==> src/rtl/uart_pkg.sv <==
// Shared constants, state encoding and the nibble-to-ASCII helper for the UART status
// transmitter.
package uart_pkg;

  localparam logic [7:0] ASCII_COLON = 8'h3A;
  localparam logic [7:0] ASCII_CR    = 8'h0D;
  localparam logic [7:0] ASCII_LF    = 8'h0A;
  localparam logic [7:0] ASCII_0     = 8'h30;
  localparam logic [7:0] ASCII_A     = 8'h41;

  typedef enum logic {
    ST_IDLE = 1'b0,
    ST_SEND = 1'b1
  } state_e;

  // Uppercase hex digit for a 4-bit value.
  function automatic logic [7:0] nibble_to_ascii(input logic [3:0] nib);
    logic [3:0] above_nine;
    above_nine = nib - 4'd10;
    if (nib < 4'd10) begin
      return ASCII_0 + {4'h0, nib};
    end
    return ASCII_A + {4'h0, above_nine};
  endfunction

endpackage

==> src/rtl/uart_period_timer.sv <==
// Free-running period counter; tick pulses on the last count of each period.
// With PERIOD_CYCLES = 0 the counter is held at zero and tick never fires.
module uart_period_timer #(
  parameter int unsigned PERIOD_CYCLES = 0
) (
  input  logic clk,
  input  logic rst_n,
  output logic tick
);

  localparam bit          ENABLED = (PERIOD_CYCLES != 0);
  localparam int unsigned CW      = (PERIOD_CYCLES > 1) ? $clog2(PERIOD_CYCLES) : 1;
  localparam logic [CW-1:0] LAST  = CW'(ENABLED ? PERIOD_CYCLES - 1 : 0);

  logic [CW-1:0] timer_q;
  logic          at_last;

  assign at_last = (timer_q == LAST);
  assign tick    = ENABLED && at_last;

  always_ff @(posedge clk) begin
    if (!rst_n || !ENABLED || at_last) begin
      timer_q <= '0;
    end else begin
      timer_q <= timer_q + 1'b1;
    end
  end

endmodule

==> src/rtl/uart_status_tx.sv <==
// Formats a status word as "<TAG>:<hex digits>\r\n" and streams it byte by byte
// into an AXI-stream byte sink, on request or on a periodic tick.
module uart_status_tx
  import uart_pkg::*;
#(
  parameter int unsigned DATA_WIDTH    = 32,
  parameter int unsigned PERIOD_CYCLES = 0,
  parameter logic [7:0]  TAG           = 8'h53
) (
  input  logic                  clk,
  input  logic                  rst_n,
  input  logic                  report_req,
  input  logic [DATA_WIDTH-1:0] status_data,
  output logic [7:0]            m_axis_tdata,
  output logic                  m_axis_tvalid,
  input  logic                  m_axis_tready,
  output logic                  busy,
  output logic                  req_merged
);

  localparam int unsigned NB = DATA_WIDTH / 4 + 4;
  localparam int unsigned IW = $clog2(NB);

  localparam logic [IW-1:0] IDX_COLON     = IW'(1);
  localparam logic [IW-1:0] IDX_HEX_FIRST = IW'(2);
  localparam logic [IW-1:0] IDX_HEX_LAST  = IW'(NB - 3);
  localparam logic [IW-1:0] IDX_CR        = IW'(NB - 2);
  localparam logic [IW-1:0] IDX_LF        = IW'(NB - 1);

  state_e                state_q;
  logic [DATA_WIDTH-1:0] shreg_q;
  logic [IW-1:0]         idx_q;
  logic                  pending_q;

  logic                  tick;
  logic                  req;
  logic                  trig;
  logic                  hs;
  logic                  hex_acc;
  logic [IW-1:0]         idx_nxt;
  logic [DATA_WIDTH-1:0] shreg_nxt;
  logic [7:0]            byte_nxt;

  uart_period_timer #(
    .PERIOD_CYCLES(PERIOD_CYCLES)
  ) u_timer (
    .clk  (clk),
    .rst_n(rst_n),
    .tick (tick)
  );

  // A request and a tick in the same cycle collapse into one request.
  assign req     = report_req | tick;
  assign trig    = req | pending_q;
  assign hs      = m_axis_tvalid & m_axis_tready;
  assign hex_acc = (idx_q >= IDX_HEX_FIRST) && (idx_q <= IDX_HEX_LAST);
  assign busy    = (state_q == ST_SEND);

  // Byte that follows the one currently presented, prepared for the handshake edge.
  always_comb begin
    idx_nxt   = idx_q + 1'b1;
    shreg_nxt = hex_acc ? (shreg_q << 4) : shreg_q;
    byte_nxt  = nibble_to_ascii(shreg_nxt[DATA_WIDTH-1 -: 4]);
    if (idx_nxt == IDX_COLON) begin
      byte_nxt = ASCII_COLON;
    end else if (idx_nxt == IDX_CR) begin
      byte_nxt = ASCII_CR;
    end else if (idx_nxt == IDX_LF) begin
      byte_nxt = ASCII_LF;
    end
  end

  always_ff @(posedge clk) begin
    if (!rst_n) begin
      state_q       <= ST_IDLE;
      shreg_q       <= '0;
      idx_q         <= '0;
      pending_q     <= 1'b0;
      m_axis_tvalid <= 1'b0;
      m_axis_tdata  <= '0;
      req_merged    <= 1'b0;
    end else begin
      req_merged <= 1'b0;
      case (state_q)
        ST_IDLE: begin
          if (trig) begin
            state_q       <= ST_SEND;
            shreg_q       <= status_data;
            idx_q         <= '0;
            pending_q     <= 1'b0;
            m_axis_tvalid <= 1'b1;
            m_axis_tdata  <= TAG;
          end
        end
        ST_SEND: begin
          // At most one frame is queued behind the one in flight.
          if (req) begin
            if (pending_q) begin
              req_merged <= 1'b1;
            end else begin
              pending_q <= 1'b1;
            end
          end
          if (hs) begin
            if (idx_q == IDX_LF) begin
              state_q       <= ST_IDLE;
              idx_q         <= '0;
              m_axis_tvalid <= 1'b0;
              m_axis_tdata  <= '0;
            end else begin
              idx_q        <= idx_nxt;
              shreg_q      <= shreg_nxt;
              m_axis_tdata <= byte_nxt;
            end
          end
        end
        default: state_q <= ST_IDLE;
      endcase
    end
  end

endmodule

==> config.mk <==
export PLATFORM = sky130hd
export DESIGN_NAME = uart_status_tx
export DESIGN_NICKNAME = d
export VERILOG_FILES = /design/src/rtl/uart_pkg.sv /design/src/rtl/uart_period_timer.sv /design/src/rtl/uart_status_tx.sv
export SDC_FILE = /design/constraint.sdc
export NUM_CORES = 1
export LEC_CHECK = 0
export BUFFER_PORTS_ARGS = -buffer_cell sky130_fd_sc_hd__clkbuf_2
export CAP_MARGIN = 20
export CORE_ASPECT_RATIO = 0.8
export CORE_MARGIN = 1.5
export CORE_UTILIZATION = 50
export CTS_CLUSTER_DIAMETER = 30
export DETAILED_ROUTE_END_ITERATION = 7
export PLACE_DENSITY = 0.78
export SYNTH_ARGS = -nofsm -noshare
export SYNTH_HDL_FRONTEND = slang
export SYNTH_SLANG_ARGS = --single-unit
==> constraint.sdc <==
create_clock -name clk -period 2.45 [get_ports clk]
set_clock_uncertainty 0.1 [all_clocks]
set_input_delay 0.3675 -clock clk [delete_from_list [all_inputs] [get_ports clk]]
set_output_delay 0.3675 -clock clk [all_outputs]
set_load 0.01 [all_outputs]
==> impl_metrics.env, run 1 <==
export IMPL_asyncSetResetFlopFracSynth_pct=0
export IMPL_power_share_clock_pct=33.7
export IMPL_cts_buffer_depth=2
export IMPL_grt_pass1_wl_um=9180
export IMPL_muxShareOfSynthArea_pct=12.8
export IMPL_boundaryPins=47
export IMPL_power_switching_mw=0.463
export IMPL_synth_cell_type_count=53
export IMPL_cp_end_kind="flop"
export IMPL_dieArea_um2=5550
export IMPL_ir_drop_mv=0.338
export IMPL_cp_start_kind="flop"
export IMPL_drv_slew=0
export IMPL_seq_power_share_pct=49.4
export IMPL_hold_depth=2
export IMPL_yosysTopAreaCell="dfxtp_1"
export IMPL_portBuffers=45
export IMPL_max_cap_viol_count=0
export IMPL_combPwrFrac_pct=16.9
export IMPL_min_period_ns=2.17
export IMPL_synthCells=268
export IMPL_drive_gt1_share_pct=28.1
export IMPL_worst_pin_slew_ns=0.596
export IMPL_avgSynthCellArea_um2=9.53
export IMPL_path_class="flop to flop"
export IMPL_final_util_pct=59.5
export IMPL_whs_ns=0.226
export IMPL_vias=2141
export IMPL_crit_start="idx_q[0]"
export IMPL_max_freq_mhz=461
export IMPL_crit_chain="ha_1 -> nor2_1 -> o22a_4 -> a21oi_4 -> nand2_1 -> o211a_1"
export IMPL_track_usage_pct=20.8
export IMPL_hold_path_class="primary input to flop"
export IMPL_p_int_mw=1.30
export IMPL_cp_depth=6
export IMPL_synthAdderAreaFrac_pct=2.45
export IMPL_die_w_um=82.9
export IMPL_crit_path_top_delay_cell="a21oi_4"
export IMPL_insertion_delay_ns=0.31
export IMPL_status="complete, no violations"
export IMPL_synthXorXnorAreaFrac_pct=0.686
export IMPL_synthTopCellsByArea="dfxtp_1 37%, mux2i_1 12%, o211a_1 9.8%"
export IMPL_max_stage_delay_ns=0.50
export IMPL_synth_edf_count=0
export IMPL_cts_tree="built"
export IMPL_initial_core_util_pct=51.3
export IMPL_grt_pass1_vias=1961
export IMPL_dieHeight_um=66.9
export IMPL_cts_buffers_inserted=5
export IMPL_fin_cells=375
export IMPL_syn_area_um2=2550
export IMPL_seqCellArea_um2=942
export IMPL_fin_crit_sh_pct=88.5
export IMPL_antenna_found_initial=0
export IMPL_hold_viol_final=0
export IMPL_synth_top_cell_area_share_pct=36.8
export IMPL_hold_buffers=0
export IMPL_final_nets=353
export IMPL_nFillCells=438
export IMPL_synth_seq_cells=47
export IMPL_worstReg2RegStart="idx_q[0]"
export IMPL_power_density_nw_per_um2=596
export IMPL_dr_pass1_iters=4
export IMPL_setup_viol_count_final=0
export IMPL_drt_total_wl_um=5510
export IMPL_synth_top_family_by_area="compound AO/OA/AOI/OAI gates"
export IMPL_ys_flop_type="dfxtp_1"
export IMPL_placed_area_um2=2820
export IMPL_core_area_um2=4980
export IMPL_p_sw_share_pct=26.2
export IMPL_htreeDepth=2
export IMPL_grt_max_degree=47
export IMPL_clock_sinks=47
export IMPL_cts_resized=0
export IMPL_post_cts_buffers=0
export IMPL_antenna_left=0
export IMPL_wl_per_cell_um=14.7
export IMPL_diodes=0
export IMPL_cp_data_required_time_ns=2.55
export IMPL_rsz0062_at_grt="false"
export IMPL_crit_buf_inv=0
export IMPL_synth_simple_gate_area_share_pct=17.0
export IMPL_cp_data_arrival_time_ns=2.27
export IMPL_multi_input_area_um2=1500
export IMPL_drc=0
export IMPL_gr_total_overflow=0
export IMPL_slew_headroom_pct=60.2
export IMPL_areaGrowthSynthToFinish_pct=16.0
export IMPL_cp_max_fo=24
export IMPL_hpwl_um=3730
export IMPL_final_area_um2=2960
export IMPL_yosysSeqAreaShare_pct=36.8
export IMPL_drt_iter0_drc=115
export IMPL_place_inst=365
export IMPL_gp_congestion=0.834
export IMPL_path_clk_slew_ns=0.09
export IMPL_ys_warn_count=0
export IMPL_min_from="report_req"
export IMPL_rows=23
export IMPL_viasPerCell=5.71
export IMPL_leakagePower_nw=1.45
export IMPL_worst_r2r_cell_count=6
export IMPL_synth_compound_area_share_pct=25.1
export IMPL_syn_num_nets=309
export IMPL_cts_root_buf="clkbuf_8"
export IMPL_cpLargestDelayFamily="compound AO/OA/AOI/OAI gates"
worst register-to-register path: cells and delay by family (launching register included):
family / cells / cell delay [ns]
and+or+nand+nor: 2 / 0.26
adders and majority gates: 1 / 0.29
AOI/OAI and AO/OA: 3 / 0.93
DFF: 1 / 0.47
path summary, 6_finish.rpt:
path / endpoint / slack (ns)
worst max-delay path: shreg_q[17] / 0.28
worst min register to register: m_axis_tdata[2] / 0.39
worst max register to register: shreg_q[17] / 0.28
worst min-delay path: pending_q / 0.23
cells by family after synthesis:
kind of cell               Yosys count
muxes                               32
buffers and inverters               22
xor gates and xnor gates             2
other                                1
AOI/OAI and AO/OA                   77
and+or+nand+nor                     82
adders and majority gates            5
DFF                                 47
Yosys cell counts, types with 5 or more instances:
cell type	count
a21oi_1	6
a22oi_1	5
buf_2	7
clkbuf_1	6
dfxtp_1	47
ha_1	5
mux2i_1	30
nand2_1	33
nand3_1	5
nor2_1	15
nor2b_1	7
o211a_1	25
o21ai_0	14
flip-flops by register name, summed over array words and instances, names as in the netlist:
| signal | cells |
|---|---|
| busy | 1 |
| idx_q | 4 |
| m_axis_tdata | 7 |
| m_axis_tvalid | 1 |
| pending_q | 1 |
| req_merged | 1 |
| shreg_q | 32 |
power groups by stage:
stage / Clock, mW / Combinational [mW] / Sequential (mW)
floorplan: 0 / 0.210 / 0.882
finish: 0.595 / 0.298 / 0.872
global placement: 0 / 0.280 / 0.886
CTS: 0.609 / 0.295 / 0.871
detailed placement: 0 / 0.288 / 0.889
global route: 0.636 / 0.332 / 0.879
layer usage:
layer  up-vias  share of wire [%]  track usage [%]
met5         -                  0                0
met4         0                1.6             9.79
met3        10                4.2             3.84
met2        45                 44             32.6
met1      1018                 50             27.8
li1       1068                  -                -
area by class of cell:
| cell class | count | share of cell area, % |
|---|---|---|
| clock inverters | 2 | 1.18 |
| well taps | 62 | 2.62 |
| repair buffers | 56 | 10.6 |
| inverters | 2 | 0.253 |
| multi-input cells | 200 | 50.7 |
| clock buffers | 6 | 2.79 |
| flip-flops and latches | 47 | 31.8 |
cell usage in the layout, fill, tap and decap left out, types with 2 or more instances in the layout:
cell type	n
a211oi_1	4
a21oi_1	6
a21oi_2	2
a22oi_1	5
a31o_2	4
and2_1	2
and3_1	2
and4_1	2
and4bb_2	2
buf_4	10
clkbuf_2	45
clkbuf_8	6
dfxtp_1	46
ha_1	5
inv_1	2
mux2i_1	30
nand2_1	33
nand2b_1	2
nand3_1	5
nand3b_1	2
nor2_1	15
nor2b_1	7
o211a_1	25
o211ai_1	4
o21ai_0	14
or2_2	2
or2b_2	2
xor2_1	2
through the flow:
step                power, mW  setup WS, ns  TNS, ns
finish                   1.77         0.281        0
global route             1.85        0.0983        0
CTS                      1.77        0.0741        0
detailed placement       1.18      -0.00887  -0.0116
global placement         1.17         0.100        0
floorplan                1.09         0.407        0
(Power assumes the default switching activity.)
==> run 2: changes to the inputs <==
--- a/config.mk
+++ b/config.mk
@@ -9,3 +9,2 @@
 export CAP_MARGIN = 20
-export CORE_ASPECT_RATIO = 0.8
 export CORE_MARGIN = 1.5
==> constraint.sdc (replaced) <==
create_clock -name clk -period 2.45 [get_ports clk]
set_clock_uncertainty 0.1 [all_clocks]
set_input_delay 0.49 -clock clk [delete_from_list [all_inputs] [get_ports clk]]
set_output_delay 0.49 -clock clk [all_outputs]
set_load 0.01 [all_outputs]
==> run 2 against run 1 <==
  * Combinational power is 2% lower
  * Hold slack better by 0.13 ns
  * Cell area shrank 1.3%
  * Register-to-register slack lost 0.09 ns
  * Critical endpoint is now shreg_q[26]
  * Largest power group unchanged
==> impl_metrics.env, run 2 (synthesis results as in run 1) <==
export IMPL_cts_buffers_inserted=5
export IMPL_cts_root_buf="clkbuf_8"
export IMPL_crit_chain="ha_1 -> nor2_1 -> o22a_4 -> a21oi_4 -> buf_16 -> nand2_1 -> o211a_1"
export IMPL_slew_headroom_pct=58.1
export IMPL_rows=25
export IMPL_worst_r2r_cell_count=7
export IMPL_areaGrowthSynthToFinish_pct=14.5
export IMPL_min_from="report_req"
export IMPL_max_stage_delay_ns=0.52
export IMPL_cpLargestDelayFamily="compound AO/OA/AOI/OAI gates"
export IMPL_setup_viol_count_final=0
export IMPL_r2r_end="shreg_q[26]"
export IMPL_drt_total_wl_um=5140
export IMPL_path_class="flop to flop"
export IMPL_gr_total_overflow=0
export IMPL_ir_drop_mv=0.419
export IMPL_hold_depth=2
export IMPL_grt_pass1_wl_um=8480
export IMPL_vias=2098
export IMPL_cp_start_kind="flop"
export IMPL_dieArea_um2=5550
export IMPL_hold_buffers=0
export IMPL_die_w_um=74.5
export IMPL_power_density_nw_per_um2=556
export IMPL_dieHeight_um=74.5
export IMPL_placed_area_um2=2810
export IMPL_post_cts_buffers=0
export IMPL_largestRegisters="shreg_q: 32 flops, m_axis_tdata: 7 flops, idx_q: 4 flops"
export IMPL_hold_path_end="pending_q"
export IMPL_diodes=0
export IMPL_rsz0062_at_grt="false"
export IMPL_r2r_slack_ns=0.19
export IMPL_path_clk_slew_ns=0.09
export IMPL_final_util_pct=60.7
export IMPL_hold_path_class="primary input to flop"
export IMPL_mostFrequentLayoutCells="46 x dfxtp_1, 45 x clkbuf_2, 33 x nand2_1"
export IMPL_leakagePower_nw=1.42
export IMPL_max_freq_mhz=442
export IMPL_max_cap_viol_count=0
export IMPL_hold_viol_final=0
export IMPL_antenna_found_initial=0
export IMPL_fin_crit_sh_pct=92.3
export IMPL_worst_pin_slew_ns=0.627
export IMPL_crit_path_top_delay_cell="a21oi_4"
export IMPL_final_area_um2=2930
export IMPL_cp_end_kind="flop"
export IMPL_final_common_cell="dfxtp_1"
export IMPL_worstReg2RegStart="idx_q[0]"
export IMPL_cp_data_required_time_ns=2.54
export IMPL_boundaryPins=47
export IMPL_drt_iter0_drc=101
export IMPL_cp_max_fo=25
export IMPL_core_area_um2=4820
export IMPL_antenna_left=0
export IMPL_regMostFlops="shreg_q"
export IMPL_grt_pass1_vias=1928
export IMPL_drv_slew=0
export IMPL_grt_max_degree=49
export IMPL_status="complete, no violations"
export IMPL_track_usage_pct=19.6
export IMPL_cts_buffer_depth=2
export IMPL_htreeDepth=2
export IMPL_insertion_delay_ns=0.30
export IMPL_cts_resized=0
export IMPL_min_period_ns=2.26
export IMPL_dr_pass1_iters=4
export IMPL_final_nets=350
export IMPL_cp_data_arrival_time_ns=2.35
export IMPL_drive_gt1_share_pct=27.1
export IMPL_wl_per_cell_um=13.6
export IMPL_cts_tree="built"
export IMPL_clock_sinks=47
export IMPL_finalSetupTns_ns=0
export IMPL_drc=0
export IMPL_gp_congestion=0.846
export IMPL_viasPerCell=5.56
export IMPL_portBuffers=45
export IMPL_hpwl_um=3640
export IMPL_initial_core_util_pct=53.0
export IMPL_crit_buf_inv=1
export IMPL_largest_register_ffs=32
## run 2: cell types whose count changed in the layout (fill, tap and decap cells not counted)
cell,change
a21oi_2,-1
buf_16,+1
buf_4,-2
buf_8,-1
bufinv_16,-1
clkbuf_1,+1
clkbuf_8,-1
clkinvlp_4,+1
## run 2: final cells by class
type | instances | area [um^2]
timing repair buffer | 54 | 313
clock buffer | 6 | 72.6
tap | 67 | 83.8
multi-input combinational | 199 | 1490
fill | 453 | 1890
sequential | 47 | 942
clock inverter | 2 | 12.5
inverter | 2 | 7.51
## run 2: worst max-delay path by stage
stage	start	endpoint	cells past startpoint
after floorplan	idx_q[1]	m_axis_tdata[1]	7
after global placement	idx_q[0]	shreg_q[21]	6
after detailed placement	idx_q[0]	shreg_q[5]	6
after CTS	idx_q[0]	shreg_q[26]	6
after global routing	idx_q[0]	shreg_q[5]	7
final	idx_q[0]	shreg_q[26]	7
## run 2: power by group
group / switching (mW) / internal [mW] / leakage (nW)
registers: 0.0469 / 0.826 / 0.387
logic: 0.145 / 0.147 / 0.993
clock network: 0.260 / 0.200 / 0.0412
## run 2: metal layers
layer	part of all wire, %	GRT usage, %	wire [um]	up-vias
met5	0	0	0	-
met4	1.3	5.25	65	0
met3	4.5	5.56	229	6
met2	48	33.5	2480	38
met1	46	24.3	2370	993
li1	-	-	-	1061
## run 2: stage by stage
stage                     power [mW]  setup slack, ns  instances  hold slack, ns
final                           1.63            0.188        377           0.360
after CTS                       1.64        0.0000504        376           0.348
after detailed placement        1.17           0.0215        368           0.361
after global routing            1.72           0.0111        377           0.355
after global placement          1.16            0.124        368           0.361
after floorplan                 1.09            0.407        268           0.372
